===== src/rtl/logo_renderer.sv =====
// Bouncing-logo pixel generator: reflects a rectangle off the screen edges and colours each (x,y) request.
// Optional macro LOGO_COLOR_CYCLE_EN: logo colour steps through an 8-entry palette on every reflecting move.
module logo_renderer #(
  parameter int          SCREEN_W   = 640,
  parameter int          SCREEN_H   = 480,
  parameter int          LOGO_W     = 64,
  parameter int          LOGO_H     = 32,
  parameter int          STEP       = 2,
  parameter int          FRAME_DIV  = 1,
  parameter int          INIT_X     = 100,
  parameter int          INIT_Y     = 100,
  parameter logic [11:0] LOGO_COLOR = 12'hF00,
  parameter logic [11:0] BG_COLOR   = 12'h000
) (
  input  logic        clk,
  input  logic        rst_n,
  input  logic        refresh,
  input  logic        move_en,
  input  logic [9:0]  x,
  input  logic [8:0]  y,
  output logic [11:0] rgb,
  output logic        bounce,
  output logic        corner_hit
);

  localparam logic [10:0] MAX_X  = 11'(SCREEN_W - LOGO_W);
  localparam logic [10:0] MAX_Y  = 11'(SCREEN_H - LOGO_H);
  localparam logic [10:0] STEP_W = 11'(STEP);
  localparam int          DIV_W  = (FRAME_DIV > 1) ? $clog2(FRAME_DIV) : 1;
  localparam logic [DIV_W-1:0] DIV_LAST = DIV_W'(FRAME_DIV - 1);

  // bit0 set = moving left, bit1 set = moving up
  typedef enum logic [1:0] {
    DR = 2'b00,
    DL = 2'b01,
    UR = 2'b10,
    UL = 2'b11
  } dir_e;

  dir_e             dir_q, dir_d;
  logic [9:0]       pos_x_q, pos_x_d;
  logic [8:0]       pos_y_q, pos_y_d;
  logic [DIV_W-1:0] div_q, div_d;
  logic             bounce_q, corner_q;
  logic [11:0]      rgb_q, rgb_d;
  logic [11:0]      logo_rgb;
  logic             move, refl_x, refl_y;
  logic [10:0]      sum_x, sum_y;

  always_ff @(posedge clk or negedge rst_n) begin
    if (!rst_n) begin
      dir_q    <= DR;
      pos_x_q  <= 10'(INIT_X);
      pos_y_q  <= 9'(INIT_Y);
      div_q    <= '0;
      bounce_q <= 1'b0;
      corner_q <= 1'b0;
      rgb_q    <= 12'h000;
    end else begin
      dir_q    <= dir_d;
      pos_x_q  <= pos_x_d;
      pos_y_q  <= pos_y_d;
      div_q    <= div_d;
      bounce_q <= move & (refl_x | refl_y);
      corner_q <= move & refl_x & refl_y;
      rgb_q    <= rgb_d;
    end
  end

  always_comb begin
    dir_d   = dir_q;
    pos_x_d = pos_x_q;
    pos_y_d = pos_y_q;
    div_d   = div_q;
    move    = 1'b0;
    refl_x  = 1'b0;
    refl_y  = 1'b0;
    sum_x   = {1'b0, pos_x_q} + STEP_W;
    sum_y   = {2'b00, pos_y_q} + STEP_W;

    if (refresh && move_en) begin
      if (div_q == DIV_LAST) begin
        div_d = '0;
        move  = 1'b1;
      end else begin
        div_d = div_q + DIV_W'(1);
      end
    end

    if (move) begin
      if (!dir_q[0]) begin
        if (sum_x >= MAX_X) begin
          pos_x_d = MAX_X[9:0];
          refl_x  = 1'b1;
        end else begin
          pos_x_d = sum_x[9:0];
        end
      end else begin
        if ({1'b0, pos_x_q} <= STEP_W) begin
          pos_x_d = '0;
          refl_x  = 1'b1;
        end else begin
          pos_x_d = pos_x_q - STEP_W[9:0];
        end
      end

      if (!dir_q[1]) begin
        if (sum_y >= MAX_Y) begin
          pos_y_d = MAX_Y[8:0];
          refl_y  = 1'b1;
        end else begin
          pos_y_d = sum_y[8:0];
        end
      end else begin
        if ({2'b00, pos_y_q} <= STEP_W) begin
          pos_y_d = '0;
          refl_y  = 1'b1;
        end else begin
          pos_y_d = pos_y_q - STEP_W[8:0];
        end
      end

      dir_d = dir_e'({dir_q[1] ^ refl_y, dir_q[0] ^ refl_x});
    end
  end

`ifdef LOGO_COLOR_CYCLE_EN
  logic [2:0] cidx_q, cidx_d;

  always_ff @(posedge clk or negedge rst_n) begin
    if (!rst_n) begin
      cidx_q <= 3'd0;
    end else begin
      cidx_q <= cidx_d;
    end
  end

  always_comb begin
    cidx_d = cidx_q;
    if (move && (refl_x || refl_y)) begin
      cidx_d = cidx_q + 3'd1;
    end
  end

  always_comb begin
    logo_rgb = 12'hF00;
    case (cidx_q)
      3'd0: logo_rgb = 12'hF00;
      3'd1: logo_rgb = 12'h0F0;
      3'd2: logo_rgb = 12'h00F;
      3'd3: logo_rgb = 12'hFF0;
      3'd4: logo_rgb = 12'h0FF;
      3'd5: logo_rgb = 12'hF0F;
      3'd6: logo_rgb = 12'hFFF;
      3'd7: logo_rgb = 12'hF80;
      default: logo_rgb = 12'hF00;
    endcase
  end
`else
  assign logo_rgb = LOGO_COLOR;
`endif

  logic [10:0] x_w, y_w, px_w, py_w;
  logic        in_x, in_y;

  // The compare always sees the registered (pre-move) position.
  always_comb begin
    x_w   = {1'b0, x};
    y_w   = {2'b00, y};
    px_w  = {1'b0, pos_x_q};
    py_w  = {2'b00, pos_y_q};
    in_x  = (x_w < 11'(SCREEN_W)) && (x_w >= px_w) && (x_w < px_w + 11'(LOGO_W));
    in_y  = (y_w < 11'(SCREEN_H)) && (y_w >= py_w) && (y_w < py_w + 11'(LOGO_H));
    rgb_d = (in_x && in_y) ? logo_rgb : BG_COLOR;
  end

  assign rgb        = rgb_q;
  assign bounce     = bounce_q;
  assign corner_hit = corner_q;

endmodule


===== config.mk =====
export PLATFORM = sky130hd
export DESIGN_NAME = logo_renderer
export DESIGN_NICKNAME = d
export VERILOG_FILES = /design/src/rtl/logo_renderer.sv
export SDC_FILE = /design/constraint.sdc
export NUM_CORES = 1
export LEC_CHECK = 0
export CAP_MARGIN = 20
export CORE_ASPECT_RATIO = 0.75
export CORE_MARGIN = 2
export CORE_UTILIZATION = 40
export CTS_BUF_LIST = sky130_fd_sc_hd__clkbuf_8
export DETAILED_ROUTE_END_ITERATION = 10
export PLACE_DENSITY = 0.61
export SYNTH_ARGS = -nofsm -noshare
export SYNTH_HDL_FRONTEND = slang
export SYNTH_SLANG_ARGS = --single-unit
export TNS_END_PERCENT = 10

===== constraint.sdc =====
create_clock -name clk -period 3.15 [get_ports clk]
set_input_delay 0.4725 -clock clk [delete_from_list [all_inputs] [get_ports clk]]
set_output_delay 0.4725 -clock clk [all_outputs]
set_load 0.01 [all_outputs]

After elaboration in Yosys (flattened, before gate mapping)
Index checks and enable logic that the tools add are counted.
Word-level totals
  word-level logic and storage cells: 56
  output and inout port bits: 14
  bits in registers: 36
Operators by class
  add/subtract/negate cells: 7
  reductions and logical operators: 6
  order comparisons: 10
  mux-type cells: 20
  bitwise logic cells: 6
Operator list (count)
  two-way mux 10 bit: 3
  two-way mux 9 bit: 3
  two-way mux 1 bit: 13
  two-way mux 12 bit: 1
  adder 10 x 2 -> 11 bit, second input constant: 1
  adder 10 x 7 -> 11 bit, second input constant: 1
  greater-or-equal comparator 11 x 10 -> 1 bit, second input constant: 1
  < comparator 10 x 11 -> 1 bit: 1
  adder 9 x 2 -> 10 bit, second input constant: 1
  adder 9 x 6 -> 10 bit, second input constant: 1
  greater-or-equal comparator 10 bit: 1
  greater-or-equal comparator 10 x 9 -> 1 bit, second input constant: 1
  <= comparator 10 x 2 -> 1 bit, second input constant: 1
  < comparator 10 bit, second input constant: 1
  < comparator 9 x 10 -> 1 bit: 1
  subtractor 10 x 2 -> 10 bit, second input constant: 1
  greater-or-equal comparator 9 bit: 1
  <= comparator 9 x 2 -> 1 bit, second input constant: 1
  < comparator 9 bit, second input constant: 1
  subtractor 9 x 2 -> 9 bit, second input constant: 1
  logical AND 1 bit: 6
  bitwise AND 1 bit: 3
  XOR 1 bit: 2
  adder 1 bit, second input constant: 1
  bitwise OR 1 bit: 1

Longest topological paths before layout
  depth after elaboration: 8
  gate-level depth with buffers: 9
  gate-level depth less buffers: 9

Worst setup path before layout
Ideal clock, no wire load.
  kind: flip-flop to flip-flop
  start: register pos_y_q[5]
  end: register rgb_q[10], in the netlist rgb[10]
  data required time: 3030 ps
  library setup time: 120 ps
  cell stages (with the launch flop): 10
  clock period less this slack: 2224 ps
  setup slack: 926 ps
  path buffers: 0
  arrival time: 2103 ps
  path through: dfstp_2 > inv_1 > ha_1 > inv_1 > ha_1 > o2111ai_1 > or3b_2 > o2111ai_1 > nor4_1 > o211a_1
Between the ends
  longest elaborated chain between the ends: 5
  elaborated cells on any way between the ends: 7
  classes of those cells: add/sub (1); order compare (2); mux (1); reduce/logical (3)
Ends and longest elaborated chain
  start: declaration: line 42  | logic [8:0] pos_y_q, pos_y_d;
  start signal: assignment: line 54  | pos_y_q <= 9'(INIT_Y);
  start signal: assignment: line 62  | pos_y_q <= pos_y_d;
  adder 9 x 6 -> 10 bit or greater-or-equal comparator 9 bit (tied branches): line 173  | in_y = (y_w < 11'(SCREEN_H)) && (y_w >= py_w) && (y_w < py_w + 11'(LOGO_H));
  < comparator 9 x 10 -> 1 bit or logical AND 1 bit (tied branches): line 173
  logical AND 1 bit *: line 173
  logical AND 1 bit *: line 174  | rgb_d = (in_x && in_y) ? logo_rgb : BG_COLOR;
  two-way mux 12 bit *: line 174
  named net rgb_d[10]: line 45  | logic [11:0] rgb_q, rgb_d;
  end signal: assignment: line 66  | rgb_q <= rgb_d;
  end: declaration: line 45
The timed path passes the listed nets; every way through them passes the cells marked *.
A chain may end at the register's enable or synchronous reset.

Final worst setup path
  start: register pos_x_q[6]
  end: register pos_x_q[6]
Between the ends
  longest elaborated chain between the ends: 4
  elaborated cells on any way between the ends: 7
  classes of those cells: add/sub (2); order compare (2); mux (3)
Ends and longest elaborated chain
  start: declaration: line 41  | logic [9:0] pos_x_q, pos_x_d;
  start signal: assignment: line 53  | pos_x_q <= 10'(INIT_X);
  start signal: assignment: line 61  | pos_x_q <= pos_x_d;
  adder 10 x 2 -> 11 bit: line 78  | sum_x = {1'b0, pos_x_q} + STEP_W;
  greater-or-equal comparator 11 x 10 -> 1 bit: line 92  | if (sum_x >= MAX_X) begin
  two-way mux 10 bit: line 92
  two-way mux 10 bit *: line 91  | if (!dir_q[0]) begin
Mark *: on every way between the ends. The rest lies on a longest branch, timed or not.

==> metrics.md <==
| Metric | Value |
|---|---|
| Commonest non-fill, non-tap cell in the layout | ha_1 |
| CP Capture Type | flip-flop |
| Die W | 97.2 um |
| Final setup viols | 0 |
| Seq cells post-synth | 22 |
| Worst path cell trace | inv_1 > ha_1 > nor3b_1 > a41oi_1 > nand3_1 > nand2_1 > nand2_1 > o311ai_1 |
| I/O pin total | 37 |
| Crit path max-delay family | simple AND/OR/NAND/NOR gates |
| Vias in the first global route | 2284 |
| HPWL after DPL | 4.81 mm |
| Max frequency | 398 MHz |
| Endpoints failing hold | 0 |
| Maximum fanout along the worst path | 11 |
| Aggregate global-route resource usage | 18.5% |
| Status | finished, final reports clean |
| Vert. Die Dim | 73.9 um |
| Max capacitance violation total | 0 |
| Core ar. | 6320 um^2 |
| First DRT Iteration DRCs | 168 |
| WS Path Type | flip-flop to flip-flop |
| Crit path buffers/inverters | 1 |
| Ys async rst share | 100% |
| DRC | 0 |
| Setup Skew | 4.40 ps |
| Post_cts resized | 0 |
| Synthesized area | 2610 um^2 |
| Via count | 2428 |
| RSZ-0062 raised after global routing | false |
| Worst hold slack | 549 ps |
| WL/cell | 15.4 um |
| Clock Sinks | 22 |
| Crit-path max cell delay | 660 ps |
| Most frequent cells in the layout | ha_1, inv_1, clkdlybuf4s50_1 |
| CTS root buffer | clkbuf_8 |
| First-pass GRT wire length | 11.1 mm |
| Gate Count Post-Synth | 323 |
| Peak supply drop | 0.000297 V |
| Drt via density | 5.82 |
| Placed insts | 413 |
| Share of the synthesized area in the top cell type | 17.8% |
| Number of synthesized flops with an enable pin | 0 |
| Share of layout cells above drive strength 1 | 8.33% |
| Post-route insts no fill | 417 |
| Static Leak | 0.00124 uW |
| Main synth FF type | dfrtp_1 |
| Ranking of synthesized cells by area | ha_1, dfrtp_1, dfstp_2 |
| Final Max Tran Viols | 0 |
| Max-slew headroom | 40.6% |
| GPL Wtd Cong | 0.889 |
| Most Frequent Cell on Critical Path | nand2_1 |
| 1st-pass router iterations | 5 |
| Synth cell types | 66 |
| Hold Crit Class | primary input to async pin |
| Detailed Route WL | 6.43 mm |
| Minimum clock period | 2510 ps |
| Clock transition at path regs | 90 ps |
| Num CTS Buffers | 3 |
| Worst endpoint required time | 3330 ps |
| Antenna violations before repair | 0 |
| Layout area overhead | 11.5% |
| Synth warn | 0 |
| Post-route antenna net violation count | 0 |
| Worst path slowest cell | dfstp_2 |
| CTS Buffer Depth | 2 |
| Clock Latency Late Sink | 270 ps |
| H-tree Lvls | 1 |
| Hold_buf cts | 0 |
| Die area | 7190 um^2 |
| Post-CTS setup buffers | 0 |
| Pwr/cell area | 808 nW/um^2 |
| Starting Density | 41.3% |
| Largest area contributor in the netlist | ha_1 |
| Slew @ Worst Pin | 889 ps |
| Setup TNS | 0 ps |
| TritonCTS clock tree | done |
| Worst EP arrival | 2690 ps |
| Period utilisation layout | 79.7% |
| FP Rows | 25 |
| Nets | 397 |
| Grt ovf | 0 |
| Average size of a mapped cell | 8.07 um^2 |
| Sequential-to-total area share from yosys stat | 21.4% |
| CP Launch Type | flip-flop |
| Largest net degree at the start of global routing | 27 |
| ANT cells | 0 |
| Port Buffer Count | 26 |
==> registers in the layout, indices dropped and copies added, names as in the netlist <==
| name | count |
|---|---|
| pos_x_q | 9 |
| rgb | 1 |
| bounce | 1 |
| dir_q | 2 |
| corner_hit | 1 |
| pos_y_q | 8 |
==> worst reg2reg max path, cell delays in order, from the launching register on <==
cell      delay (ps)
dfstp_2          660
inv_1            110
ha_1             240
nor3b_1          150
a41oi_1          410
nand3_1          170
nand2_1          280
nand2_1          120
o311ai_1         280
==> final timing paths <==
kind,startpoint,slack [ps],cells after the start,endpoint
worst max-delay path,pos_x_q[6]$_DFFE_PN1P_,640,8,pos_x_q[6]$_DFFE_PN1P_
worst min-delay path,rst_n,550,2,pos_x_q[8]$_DFFE_PN0P_
max in group asynchronous,rst_n,2310,2,pos_y_q[5]$_DFFE_PN1P_
worst min register to register,pos_x_q[7]$_DFFE_PN0P_,550,1,pos_x_q[7]$_DFFE_PN0P_
min in group clk,pos_x_q[7]$_DFFE_PN0P_,550,1,pos_x_q[7]$_DFFE_PN0P_
worst max register to register,pos_x_q[6]$_DFFE_PN1P_,640,8,pos_x_q[6]$_DFFE_PN1P_
==> final cells by class <==
cell class	count	area, um^2
Fill cell	637	3410
Multi-Input combinational cell	254	1790
Sequential cell	22	558
Timing Repair Buffer	29	283
Inverter	27	101
Tap cell	81	101
Clock buffer	3	41.3
Clock inverter	1	30.0
==> logic make-up after synthesis <==
logic type | after synthesis | share of synthesized area, %
DFF | 22 | 21.4
buffers and inverters | 54 | 10.8
AOI/OAI and AO/OA | 96 | 24.7
other | 1 | 0.144
adders and majority gates | 38 | 18.1
and+or+nand+nor | 103 | 21.7
xor gates and xnor gates | 9 | 3.02
==> power breakdown <==
part,switching [uW],internal [uW],leakage [uW]
Combinational,780,601,0.000944
Clock,103,170,0.0000357
Sequential,274,421,0.000260
Total,1160,1190,0.00124
==> metrics by stage <==
step	total power (uW)	utilization, %	setup WS, ps	instance area (um^2)
6_report	2350	46.0	640	2910
5_1_grt	2600	46.0	371	2910
4_1_cts	2350	46.0	644	2910
3_5_place_dp	2070	44.9	648	2840
3_3_place_gp	2020	44.9	648	2840
2_1_floorplan	1750	-	926	2630
==> synthesized netlist by cell type, drive strengths merged (3+ instances only) <==
master / n
a21oi: 24
a22oi: 3
a31oi: 4
and2: 5
and3: 3
buf: 20
clkbuf: 7
dfrtp: 16
dfstp: 6
ha: 37
inv: 27
nand2: 25
nand2b: 3
nand3: 18
nand4: 7
nor2: 15
nor2b: 4
nor3: 9
nor4: 5
o211ai: 4
o21ai: 25
o22ai: 4
o31ai: 4
xnor2: 9
==> routing by layer <==
metal	part of all wire, %	vias up	GRT usage [%]
met1	49	1148	26.2
met4	0.40	0	2.47
li1	-	1199	-
met5	0	-	0
met3	6.6	5	4.19
met2	44	76	30.1
No activity file was read; power rests on OpenSTA's default activity.
